`config.mk`:
```
export PLATFORM = sky130hd
export DESIGN_NAME = cofi_ctrl_flat
export DESIGN_NICKNAME = d
export VERILOG_FILES = /design/src/rtl/cofi_ctrl_if.sv /design/src/rtl/cofi_ctrl.sv /design/src/flat_wrapper.sv
export SDC_FILE = /design/constraint.sdc
export NUM_CORES = 1
export LEC_CHECK = 0
export BUFFER_PORTS_ARGS = -buffer_cell sky130_fd_sc_hd__buf_2
export CAP_MARGIN = 20
export CORE_ASPECT_RATIO = 0.7
export CORE_MARGIN = 4
export CORE_UTILIZATION = 63
export CTS_CLUSTER_SIZE = 8
export DETAILED_ROUTE_END_ITERATION = 6
export HOLD_SLACK_MARGIN = 0.06
export PLACE_DENSITY_LB_ADDON = 0.25
export SETUP_SLACK_MARGIN = 0.4
export SYNTH_ARGS = -nofsm -noshare
export SYNTH_HDL_FRONTEND = slang
export SYNTH_SLANG_ARGS = --single-unit
```
`constraint.sdc`:
```
create_clock -name clk -period 3.9 [get_ports clk]
set_input_delay 0.39 -clock clk [delete_from_list [all_inputs] [get_ports clk]]
set_output_delay 0.39 -clock clk [all_outputs]
set_load 0.02 [all_outputs]
```
`src/rtl/cofi_ctrl_if.sv`:
```
// Config request channel for the composite-blend sequencer.
// The requester (software/OSD side) drives the master modport; the
// sequencer consumes it through the slave modport.
interface cofi_ctrl_if #(
  parameter int DIV_W = 4
);

  logic             cfg_valid;
  logic             cfg_ready;
  logic             cfg_enable;
  logic [DIV_W-1:0] cfg_div;

  modport master (
    output cfg_valid,
    output cfg_enable,
    output cfg_div,
    input  cfg_ready
  );

  modport slave (
    input  cfg_valid,
    input  cfg_enable,
    input  cfg_div,
    output cfg_ready
  );

endinterface

```
`src/rtl/cofi_ctrl.sv`:
```
// Composite-blend filter sequencer.
// Produces the blend stage's pixel clock-enable from a programmable divider
// and owns its enable. A new config is captured through the valid/ready
// channel, parked in pending registers, and only made active in the clock
// after the next vblank rising edge, so no frame ever sees mixed settings.
// If video timing is missing, a timer forces the apply and flags it.
module cofi_ctrl #(
  parameter int DIV_W     = 4,
  parameter int TIMEOUT_W = 20
) (
  input  logic       clk,
  input  logic       rst_n,
  cofi_ctrl_if.slave cfg,
  input  logic       vblank,
  output logic       pix_ce,
  output logic       blend_enable,
  output logic       busy,
  output logic       timeout,
  output logic [7:0] frame_cnt
);

  typedef enum logic [1:0] {
    IDLE  = 2'd0,
    ARMED = 2'd1,
    APPLY = 2'd2
  } state_t;

  localparam logic [TIMEOUT_W-1:0] TIMER_MAX = '1;

  state_t               state;
  state_t               state_nxt;
  logic                 rst_done;
  logic                 vblank_q;
  logic                 vb_rise;
  logic [TIMEOUT_W-1:0] timer;
  logic                 timer_done;
  logic                 pending_en;
  logic [DIV_W-1:0]     pending_div;
  logic [DIV_W-1:0]     div_act;
  logic [DIV_W-1:0]     div_cnt;
  logic                 capture;
  logic                 do_apply;
  logic                 force_apply;

  // A rising edge only counts when vblank is high now and was low last clock.
  assign vb_rise    = vblank & ~vblank_q;
  assign timer_done = (timer == TIMER_MAX);

  // Ready is held low for the first clock after reset release so the
  // release itself is synchronised before any request can be taken.
  assign cfg.cfg_ready = rst_done & (state == IDLE);
  assign busy          = (state != IDLE);

  // State register.
  always_ff @(posedge clk or negedge rst_n) begin
    if (!rst_n) begin
      state <= IDLE;
    end else begin
      state <= state_nxt;
    end
  end

  // Next-state decode plus the one-clock strobes that steer the datapath.
  always_comb begin
    state_nxt   = state;
    capture     = 1'b0;
    do_apply    = 1'b0;
    force_apply = 1'b0;
    case (state)
      IDLE: begin
        if (cfg.cfg_valid && cfg.cfg_ready) begin
          capture   = 1'b1;
          state_nxt = ARMED;
        end
      end
      ARMED: begin
        if (vb_rise) begin
          state_nxt = APPLY;
        end else if (timer_done) begin
          force_apply = 1'b1;
          state_nxt   = APPLY;
        end
      end
      APPLY: begin
        do_apply  = 1'b1;
        state_nxt = IDLE;
      end
      default: begin
        state_nxt = IDLE;
      end
    endcase
  end

  // Reset-release marker and vblank history for edge detection.
  always_ff @(posedge clk or negedge rst_n) begin
    if (!rst_n) begin
      rst_done <= 1'b0;
      vblank_q <= 1'b0;
    end else begin
      rst_done <= 1'b1;
      vblank_q <= vblank;
    end
  end

  // Frame counter advances on every vblank rising edge regardless of state.
  always_ff @(posedge clk or negedge rst_n) begin
    if (!rst_n) begin
      frame_cnt <= 8'd0;
    end else if (vb_rise) begin
      frame_cnt <= frame_cnt + 8'd1;
    end
  end

  // Pending config is captured at the handshake and held until applied.
  always_ff @(posedge clk or negedge rst_n) begin
    if (!rst_n) begin
      pending_en  <= 1'b0;
      pending_div <= '0;
    end else if (capture) begin
      pending_en  <= cfg.cfg_enable;
      pending_div <= cfg.cfg_div;
    end
  end

  // Timeout timer counts ARMED clocks and stops at its terminal value.
  always_ff @(posedge clk or negedge rst_n) begin
    if (!rst_n) begin
      timer <= '0;
    end else if (capture) begin
      timer <= '0;
    end else if ((state == ARMED) && !vb_rise && !timer_done) begin
      timer <= timer + 1'b1;
    end
  end

  // Timeout flag is a single-clock pulse marking a forced apply.
  always_ff @(posedge clk or negedge rst_n) begin
    if (!rst_n) begin
      timeout <= 1'b0;
    end else begin
      timeout <= force_apply;
    end
  end

  // Active settings change only in APPLY; the divider phase is restarted
  // even when the new values equal the old ones.
  always_ff @(posedge clk or negedge rst_n) begin
    if (!rst_n) begin
      blend_enable <= 1'b0;
      div_act      <= '0;
    end else if (do_apply) begin
      blend_enable <= pending_en;
      div_act      <= pending_div;
    end
  end

  // Pixel CE divider: fires when the down-counter is at zero, then reloads.
  always_ff @(posedge clk or negedge rst_n) begin
    if (!rst_n) begin
      div_cnt <= '0;
      pix_ce  <= 1'b0;
    end else begin
      pix_ce <= (div_cnt == '0);
      if (do_apply) begin
        div_cnt <= '0;
      end else if (div_cnt == '0) begin
        div_cnt <= div_act;
      end else begin
        div_cnt <= div_cnt - 1'b1;
      end
    end
  end

endmodule

```
`src/flat_wrapper.sv`:
```
// flat-port wrapper written by rule: the top's interface ports become plain ports
module cofi_ctrl_flat 
#(
  parameter int DIV_W     = 4,
  parameter int TIMEOUT_W = 20
)
  (clk, rst_n, vblank, pix_ce, blend_enable, busy, timeout, frame_cnt, cfg_cfg_valid, cfg_cfg_enable, cfg_cfg_div, cfg_cfg_ready);
  cofi_ctrl_if #(.DIV_W(DIV_W)) cfg_i ();
  input  logic clk;
  input  logic rst_n;
  input  logic vblank;
  output logic pix_ce;
  output logic blend_enable;
  output logic busy;
  output logic timeout;
  output logic [7:0] frame_cnt;
  input wire logic [$bits(cfg_i.cfg_valid)-1:0] cfg_cfg_valid;
  input wire logic [$bits(cfg_i.cfg_enable)-1:0] cfg_cfg_enable;
  input wire logic [$bits(cfg_i.cfg_div)-1:0] cfg_cfg_div;
  output wire logic [$bits(cfg_i.cfg_ready)-1:0] cfg_cfg_ready;
  assign cfg_i.cfg_valid = cfg_cfg_valid;
  assign cfg_i.cfg_enable = cfg_cfg_enable;
  assign cfg_i.cfg_div = cfg_cfg_div;
  assign cfg_cfg_ready = cfg_i.cfg_ready;
  cofi_ctrl #(.DIV_W(DIV_W), .TIMEOUT_W(TIMEOUT_W)) u_core (.clk(clk), .rst_n(rst_n), .cfg(cfg_i), .vblank(vblank), .pix_ce(pix_ce), .blend_enable(blend_enable), .busy(busy), .timeout(timeout), .frame_cnt(frame_cnt));
endmodule
```
==> results of run 1 <==
-- how the worst min path moves through the flow --
| stage | endpoint | cells after the start | start |
|---|---|---|---|
| 2_1_floorplan | u_core.blend_enable | 0 | rst_n |
| 3_3_place_gp | u_core.pending_div[1] | 2 | u_core.pending_div[1] |
| 3_5_place_dp | u_core.frame_cnt[7] | 1 | u_core.frame_cnt[7] |
| 4_1_cts | u_core.vblank_q | 1 | vblank |
| 5_1_grt | u_core.pix_ce | 1 | rst_n |
| 6_report | u_core.frame_cnt[7] | 1 | rst_n |
-- cells by family (layout without fill, tap and decap cells) --
| kind of cell | count (synthesis) | after routing |
|---|---|---|
| AO/OA/AOI/OAI | 39 | 39 |
| XOR/XNOR | 8 | 8 |
| adder cells (fa/ha/maj) | 4 | 4 |
| buffers and inverters | 13 | 36 |
| flip-flops | 48 | 48 |
| multiplexers | 16 | 16 |
| other | 1 | 1 |
| AND/OR/NAND/NOR | 106 | 106 |
-- routing by layer --
layer  GRT usage [%]  up-vias
met2            31.6       51
met4            5.54        0
met1            29.6      882
li1                -      892
met3            4.71        4
met5               0        -
-- synthesized netlist by cell type (2+ instances only) --
| library cell | instances |
|---|---|
| nand4_1 | 4 |
| mux2i_1 | 11 |
| nand2_1 | 43 |
| and4_1 | 2 |
| dfrtp_1 | 48 |
| and2_1 | 2 |
| nand3_1 | 10 |
| inv_1 | 5 |
| a2111oi_0 | 2 |
| a211oi_1 | 7 |
| nand2b_1 | 2 |
| nor2_1 | 10 |
| a41oi_1 | 2 |
| or4_1 | 5 |
| ha_1 | 4 |
| mux2_2 | 5 |
| o211ai_1 | 5 |
| nor4_1 | 2 |
| nor3_1 | 4 |
| or2_2 | 8 |
| clkbuf_1 | 5 |
| buf_2 | 3 |
| a31oi_1 | 3 |
| nor2b_1 | 3 |
| xnor2_1 | 7 |
| o31ai_1 | 4 |
| a21oi_1 | 9 |
| and3_1 | 2 |
-- where the power goes --
part	switching (W)	internal, W	total (W)
combinational	0.000262	0.000191	0.000454
clock	0.000164	0.000210	0.000374
sequential	0.000103	0.000618	0.000721
-- metrics by stage --
step | cells | hold WS, ns | util (%) | setup WS, ns
global placement | 299 | 0.456 | 70.3 | 1.86
floorplan | 235 | 0.0944 | - | 2.08
finish | 308 | 0.0309 | 74.2 | 1.76
CTS | 307 | 0.226 | 73.7 | 1.77
detailed placement | 299 | 0.460 | 70.3 | 1.79
global route | 308 | 0.0606 | 74.2 | 1.51
-- sequential cells by signal, summed over array words and instances (netlist names) --
signal / count
u_core.vblank_q: 1
u_core.div_act: 4
u_core.blend_enable: 1
u_core.pix_ce: 1
u_core.state: 2
u_core.frame_cnt: 8
u_core.rst_done: 1
u_core.timer: 20
u_core.pending_en: 1
u_core.pending_div: 4
u_core.timeout: 1
u_core.div_cnt: 4
-- layout make-up --
class | instances | share of cell area [%]
sequential | 48 | 45.2
multi-input combinational | 174 | 42.2
timing repair buffer | 23 | 4.99
clock buffer | 6 | 3.11
tap | 50 | 2.35
clock inverter | 2 | 1.46
inverter | 5 | 0.706
==> summary.md, run 1 <==
| Metric | Value |
|---|---|
| Final Cell Area | 0.00266 mm^2 |
| Crit path max fanout | 14 |
| Clk_lat worst skew | 0.30 ns |
| Worst reg2reg setup slack | 1.76 ns |
| Setup_tns | 0 ns |
| Gpl congestion | 0.884 |
| Leading area contributor after synthesis | dfrtp_1 |
| RSZ-0062 raised after global routing | no |
| Yosys warning count | 0 |
| Critical Path Start | u_core.timer[11] |
| Endpoints failing hold | 0 |
| Ys flop type | dfrtp_1 |
| Initial antenna violation count | 0 |
| Global-route wire length before repair | 7620 um |
| Max_cap viols | 0 |
| FILL cells | 238 |
| Die width | 81.3 um |
| Met2 WL post-DR | 2080 um |
| DP Area | 0.00252 mm^2 |
| TritonCTS Sinks | 48 |
| CP Capture Type | flip-flop |
| P per Cell Area | 583 mW/mm^2 |
| Max VDD drop | 0.382 mV |
| Max-slew violations | 0 |
| Die extent in y | 59.3 um |
| Synthesized flop and latch total | 48 |
| Status | finished, final reports clean |
| Cell Chain, Critical Path | nand3_1 > nor4_2 > nand2_1 > a311oi_1 |
| Post-CTS setup buffer count | 0 |
| Final setup vio count | 0 |
| Area delta synth->final | 12.2% |
| Mux cell area share after synthesis | 7.02% |
| I/O Pins | 22 |
| Die area | 0.00482 mm^2 |
| Met3 WL | 252 um |
| Most frequent cells in the layout | dfrtp_1, nand2_1, buf_2, mux2i_1 |
| Register area share after synthesis | 50.7% |
| # diodes | 0 |
| Via count | 1,829 |
| CP endpoint | u_core.timer[4] |
| Total gr overflow | 0 |
| Iter 0 DRT Violations | 129 |
| PnR Total Power | 0.00155 W |
| FP Rows | 18 |
| WL final | 4590 um |
| Clock transition at path regs | 0.09 ns |
| DR WL/cell | 14.9 um |
| Synth Area in XOR/XNOR | 2.96% |
| Post-DRT Antenna Nets | 0 |
| Remaining DRCs | 0 |
| CP delay by family, top | simple AND/OR/NAND/NOR gates |
| Commonest non-fill, non-tap cell in the layout | dfrtp_1 |
| DRT met1 WL | 2230 um |
| Num CTS Buffers | 5 |
| Tmin final | 2.14 ns |
| Bufs on Longest Clock Path | 2 |
| IO buf count | 21 |
| Synthesized net count | 248 |
| CP Buf/Inv Count | 0 |
| Post-DP HPWL | 3150 um |
| Main area contributors after synthesis | dfrtp_1, nand2_1, mux2i_1 |
| Worst path max stage delay | 0.91 ns |
| Reg2reg end | u_core.timer[4] |
| Cts hold-fix bufs | 0 |
| Vias in the first global route | 1,685 |
| Initial Utilization | 66.2% |
| Max_slew headroom | 31.2% |
| Largest family of logic cells by synthesized area | simple AND/OR/NAND/NOR gates |
| Synth top area share | 50.7% |
| Worst r2r src | u_core.timer[11] |
| Skew final | 0.0112 ns |
| Final worst path period share | 54.9% |
| Simple-Gate Fraction of Synth Area | 23.4% |
| CTS tree | done |
| Mapped Area | 0.00237 mm^2 |
| Slowest-stage cell, CP | nor4_2 |
| Hold crit path type | in2async |
| Number of vias per cell | 5.94 |
| Synth Instances | 235 |
| Kind of critical path | reg2reg |
| Unique masters post-synth | 46 |
| Asr flop ratio synth | 100% |
| DR pass1 iterations | 4 |
| Placeable Area | 0.00358 mm^2 |
| Worst EP arrival | 2.35 ns |
| Critical Path RT | 4.10 ns |
| Largest net degree at the start of global routing | 49 |
| Nets | 270 |
| R2r worst-path depth | 4 |
| CTS H-Tree Depth | 2 |
| Startpoint types | flip-flop |
| P_leak | 1.22 nW |
| Worst-Margin Slew | 1.02 ns |
| Fmax achieved | 0.467 GHz |
| Area occupied by multi-input gates | 0.00112 mm^2 |
| Root buf cell | clkbuf_8 |
| Levels on crit path | 4 |
| Post-synthesis average cell area | 10.1 um^2 |
| GRT Overall Usage | 20.6% |
| Synth Area in Adders | 2.11% |
| Post-synthesis compound-gate area fraction | 11.5% |
| Reg area | 0.00120 mm^2 |
| Post-synth EDFFs | 0 |
| Layout cells sized above 1 | 19.0% |
| # resized after CTS | 0 |
| Top Metal Used | met4 |
Note: power is estimated with default switching activity, not from simulation.
==> inputs of run 2 (changes only) <==
--- a/config.mk
+++ b/config.mk
@@ -9,7 +9,7 @@
 export CAP_MARGIN = 20
 export CORE_ASPECT_RATIO = 0.7
 export CORE_MARGIN = 4
-export CORE_UTILIZATION = 63
+export CORE_UTILIZATION = 58
 export CTS_CLUSTER_SIZE = 8
 export DETAILED_ROUTE_END_ITERATION = 6
 export HOLD_SLACK_MARGIN = 0.06
==> constraint.sdc (replaced) <==
create_clock -name clk -period 2.17 [get_ports clk]
set_input_delay 0.217 -clock clk [delete_from_list [all_inputs] [get_ports clk]]
set_output_delay 0.217 -clock clk [all_outputs]
set_load 0.02 [all_outputs]
==> run 2 against run 1 <==
Via count grew 11%; critical endpoint is now u_core.timer[17]; count of clock-buffer cells in the layout down 1; setup slack got worse by 1.3 ns; flip-flop and latch count did not move; clock power rose by 39%; sequential power up 82%; sequential share of layout area decreased by 3.0 points; critical path depth stayed put; combinational power up 100%; highest routed layer unchanged; hold slack improved by 0.033 ns; maximum frequency up 22%; critical path type unchanged.
==> summary.md, run 2 (synthesis gave the netlist of run 1 again) <==
| Metric | Value |
|---|---|
| Post-DRT Antenna Nets | 0 |
| Worst r2r src | u_core.timer[12] |
| FP Rows | 19 |
| CTS H-Tree Depth | 2 |
| DP Area | 0.00256 mm^2 |
| HP Start | vblank |
| Max_cap viols | 0 |
| Final Util | 72.9% |
| Worst EP arrival | 1.98 ns |
| Startpoint types | flip-flop |
| Num CTS Buffers | 5 |
| Gpl congestion | 0.916 |
| Max VDD drop | 0.691 mV |
| P per Cell Area | 960 mW/mm^2 |
| R2r worst-path depth | 4 |
| Via count | 2,025 |
| I/O Pins | 22 |
| DR pass1 iterations | 4 |
| Initial Utilization | 60.4% |
| Final Cell Area | 0.00286 mm^2 |
| Area delta synth->final | 20.6% |
| Final worst path period share | 80.7% |
| Bufs on Longest Clock Path | 2 |
| Critical Path RT | 2.40 ns |
| Reg2reg end | u_core.timer[17] |
| TritonCTS Sinks | 48 |
| Final setup vio count | 0 |
| Commonest non-fill, non-tap cell in the layout | dfrtp_1 |
| Kind of critical path | reg2reg |
| Critical Path Start | u_core.timer[12] |
| IO buf count | 21 |
| Post-DP HPWL | 3680 um |
| # diodes | 0 |
| Number of flip-flops in the largest register | 20 |
| Final WS setup | 0.419 ns |
| Endpoints failing hold | 0 |
| Number of vias per cell | 6.21 |
| Largest net degree at the start of global routing | 33 |
| Hold crit path type | in2reg |
| WL final | 5690 um |
| Initial antenna violation count | 0 |
| Status | finished, final reports clean |
| Tmin final | 1.75 ns |
| Fmax achieved | 0.571 GHz |
| Crit path max fanout | 5 |
| RSZ-0062 raised after global routing | yes |
| Global-route wire length before repair | 9030 um |
| Nets | 287 |
| Min Hold Slack | 0.0641 ns |
| DR WL/cell | 17.5 um |
| Placeable Area | 0.00392 mm^2 |
| Max-slew violations | 0 |
| Clk_lat worst skew | 0.30 ns |
| Total gr overflow | 0 |
| Reg with most FFs | u_core.timer |
| P_leak | 1.28 nW |
| CP endpoint | u_core.timer[17] |
| CTS tree | done |
| Root buf cell | clkbuf_8 |
| Worst reg2reg setup slack | 0.42 ns |
| Most frequent cells in the layout | dfrtp_1, nand2_1, buf_2, buf_4, mux2i_1 |
| Skew final | 0.00868 ns |
| Die area | 0.00519 mm^2 |
| Setup_tns | 0 ns |
| CP Capture Type | flip-flop |
| Layout cells sized above 1 | 31.0% |
| Iter 0 DRT Violations | 261 |
| Die width | 84.4 um |
| Largest regs | u_core.timer (20), u_core.frame_cnt (8) |
| Die extent in y | 61.5 um |
| Vias in the first global route | 1,835 |
| Clock transition at path regs | 0.09 ns |
| GRT Overall Usage | 22.1% |
| Dpl ws | 0.213 ns |
| Remaining DRCs | 0 |
## run 2: cell count changes in the layout (fill, tap and decap cells not counted), moves of 2 or more
cell,before,now
buf_4,1,18
nand3_1,10,6
dfrtp_1,48,45
dfrtp_2,0,3
a2111oi_0,2,0
a2111oi_2,0,2
nand3_2,1,3
nand3_4,0,2
nor2_1,10,8
## run 2: worst min-delay path by stage
stage,end,slack (ns),cells past startpoint
after floorplan,u_core.blend_enable,-0.08,0
after global placement,u_core.frame_cnt[4],0.15,1
after detailed placement,u_core.frame_cnt[4],0.15,1
after CTS,u_core.vblank_q,0.06,1
after global routing,u_core.vblank_q,0.07,1
final,u_core.vblank_q,0.06,1
## run 2: area by class of cell
class | count | area (um^2)
Multi-Input combinational cell | 174 | 1240
Sequential cell | 48 | 1200
Fill cell | 285 | 1060
Timing Repair Buffer | 40 | 250
Clock buffer | 5 | 68.8
Tap cell | 52 | 65.1
Inverter | 5 | 18.8
Clock inverter | 2 | 12.5
## run 2: timing repair
item                                    CTS  global route
buffers inserted                          1            11
hold endpoints to repair                 16             0
pin swaps                                 0             2
endpoints found under the setup margin   19            19
hold buffers                              1             0
gates resized for setup                  10            19
cloned                                    0             0
## run 2: worst max-delay path, stage by stage, from the launching register on
cell	delay, ns
dfrtp_1	0.43
nand3_4	0.13
or3_4	0.43
or4_1	0.54
a21oi_2	0.15
## run 2: stage by stage
step / total power [W] / std cells
after floorplan: 0.00188 / 235
after global placement: 0.00210 / 306
after detailed placement: 0.00217 / 306
after CTS: 0.00270 / 315
after global routing: 0.00290 / 326
final: 0.00274 / 326
## run 2: where the power goes
part	switching [W]	internal, W	leakage (nW)
registers	0.000198	0.00111	0.625
logic	0.000518	0.000398	0.615
clock network	0.000300	0.000219	0.0400
## run 2: metal layers
layer	up-vias	global-route usage [%]	part of all wire, %	wire (um)
met1	989	31.3	45	2590
met3	21	4.41	6.4	362
li1	924	-	-	-
met2	91	35.2	46	2640
met4	0	6.77	1.8	103
met5	-	0	0	0
==> inputs of run 3 (changes only) <==
--- a/config.mk
+++ b/config.mk
@@ -9,7 +9,7 @@
 export CAP_MARGIN = 20
 export CORE_ASPECT_RATIO = 0.7
 export CORE_MARGIN = 4
-export CORE_UTILIZATION = 58
+export CORE_UTILIZATION = 53
 export CTS_CLUSTER_SIZE = 8
 export DETAILED_ROUTE_END_ITERATION = 6
 export HOLD_SLACK_MARGIN = 0.06
==> constraint.sdc (replaced) <==
create_clock -name clk -period 1.6 [get_ports clk]
set_input_delay 0.16 -clock clk [delete_from_list [all_inputs] [get_ports clk]]
set_output_delay 0.16 -clock clk [all_outputs]
set_load 0.02 [all_outputs]
==> run 3 against run 2 <==
The run now ends with design-rule violations, negative setup slack left; total power grew 97%; maximum frequency down 7.0%; critical path depth grew 1; clock power increased by 48%; setup slack worse by 0.70 ns.
==> summary.md, run 3 (synthesis gave the netlist of run 1 again) <==
| Metric | Value |
|---|---|
| Placeable Area | 0.00433 mm^2 |
| IO buf count | 21 |
| Reg with most FFs | u_core.timer |
| Reg2reg end | u_core.timer[19] |
| Iter 0 DRT Violations | 353 |
| Final worst path period share | 118% |
| CTS H-Tree Depth | 2 |
| # diodes | 0 |
| GRT Overall Usage | 31.3% |
| R2r worst-path depth | 5 |
| Setup_tns | -3.25 ns |
| Clk_lat worst skew | 0.32 ns |
| P per Cell Area | 1360 mW/mm^2 |
| Max-slew violations | 0 |
| Final setup vio count | 22 |
| Worst r2r src | u_core.timer[8] |
| DR pass1 iterations | 7 |
| Die area | 0.00562 mm^2 |
| Worst reg2reg setup slack | -0.28 ns |
| Layout cells sized above 1 | 59.2% |
| Hold crit path type | in2reg |
| Initial Utilization | 54.7% |
| Worst EP arrival | 2.10 ns |
| Skew final | 0.0210 ns |
| CTS tree | done |
| WL final | 11,800 um |
| Cell Chain, Critical Path | nand3_2 > or3_4 > buf_4 > nor4_4 > mux2i_2 |
| Vias in the first global route | 2,530 |
| TritonCTS Sinks | 48 |
| Gpl congestion | 0.803 |
| CP Capture Type | flip-flop |
| Slowest-stage cell, CP | dfrtp_1 |
| Post-DRT Antenna Nets | 0 |
| Status | finished, violations left |
| Endpoints failing hold | 0 |
| FP Rows | 20 |
| Critical Path Start | u_core.timer[8] |
| Die extent in y | 63.9 um |
| Num CTS Buffers | 5 |
| Final Cell Area | 0.00398 mm^2 |
| Worst path max stage delay | 0.44 ns |
| Area delta synth->final | 68.0% |
| Clock transition at path regs | 0.11 ns |
| I/O Pins | 22 |
| Hold Path Sink | u_core.pending_div[3] |
| WHS Path Cells | 3 |
| Total gr overflow | 0 |
| Fmax achieved | 0.531 GHz |
| Number of flip-flops in the largest register | 20 |
| Failing checks | design-rule violations, negative setup slack |
| Number of vias per cell | 7.10 |
| P_leak | 1.80 nW |
| Crit path max fanout | 3 |
| Global-route wire length before repair | 13,100 um |
| FILL cells | 140 |
| Most frequent cells in the layout | buf_4, dfrtp_1, buf_6, nand2_1, buf_2 |
| RSZ-0062 raised after global routing | yes |
| Largest net degree at the start of global routing | 33 |
| DP Area | 0.00299 mm^2 |
| Final WS setup | -0.284 ns |
| Die width | 87.9 um |
| Nets | 360 |
| Max_cap viols | 0 |
| Max VDD drop | 1.20 mV |
| Startpoint types | flip-flop |
| HP Start | cfg_cfg_div[3] |
| DR WL/cell | 29.2 um |
| Remaining DRCs | 4 |
| Bufs on Longest Clock Path | 2 |
| Initial antenna violation count | 3 |
| Tmin final | 1.88 ns |
| Root buf cell | clkbuf_8 |
| Largest regs | u_core.timer (20), u_core.frame_cnt (8) |
| Kind of critical path | reg2reg |
| Post-DP HPWL | 4060 um |
| Commonest non-fill, non-tap cell in the layout | buf_4 |
| Via count | 2,863 |
| Critical Path RT | 1.82 ns |
## run 3: area by class of cell
class | count | area [um^2] | area share [%]
clock buffer | 6 | 72.6 | 1.82
inverter | 5 | 18.8 | 0.472
tap | 55 | 68.8 | 1.73
timing repair buffer | 113 | 970 | 24.4
sequential | 48 | 1210 | 30.4
multi-input combinational | 174 | 1630 | 40.9
clock inverter | 2 | 12.5 | 0.314
## run 3: worst max-delay path, delay by kind of cell (launching register included)
family / cells / cell delay [ns]
AND/OR/NAND/NOR: 3 / 0.83
flip-flops: 1 / 0.44
buffers and inverters: 1 / 0.17
multiplexers: 1 / 0.35
## run 3: worst max-delay path by stage
stage	end	slack, ns	depth (start not counted)
floorplan	u_core.timer[6]	0.05	4
global placement	u_core.timer[11]	0.009	6
detailed placement	u_core.timer[6]	-0.06	4
CTS	u_core.timer[6]	-0.05	4
global route	u_core.timer[19]	-0.29	5
finish	u_core.timer[19]	-0.28	5
## run 3: timing repair
action | 4_1_cts | 5_1_grt
buffers inserted | 35 | 14
pin swaps | 22 | 31
hold buffers | 6 | 0
resized for setup | 65 | 45
cloned | 1 | 0
endpoints found under the hold margin | 21 | 0
setup endpoints to repair | 42 | 46
## run 3: report_power, final
part	leakage [nW]	internal, W	switching (W)
combinational	1.14	0.00131	0.00145
sequential	0.622	0.00152	0.000363
clock	0.0412	0.000307	0.000462
total	1.80	0.00313	0.00227
## run 3: metal layers
| metal | vias to the layer above | wire length, um | GRT usage (%) |
|---|---|---|---|
| li1 | 1078 | - | - |
| met3 | 121 | 1570 | 10.3 |
| met1 | 1370 | 3990 | 38.2 |
| met5 | - | 13 | 0 |
| met2 | 292 | 5110 | 51.0 |
| met4 | 2 | 1090 | 11.9 |
## run 3: stage by stage
stage / std cells / worst slack (ns) / utilization (%) / power (W) / hold WS, ns
2_1_floorplan: 235 / 0.0455 / - / 0.00268 / -0.136
6_report: 403 / -0.284 / 91.9 / 0.00540 / 0.271
5_1_grt: 403 / -0.291 / 91.9 / 0.00558 / 0.245
4_1_cts: 389 / -0.0500 / 84.9 / 0.00445 / 0.0662
3_5_place_dp: 339 / -0.0638 / 69.1 / 0.00317 / 0.107
3_3_place_gp: 339 / 0.00931 / 69.1 / 0.00309 / 0.111
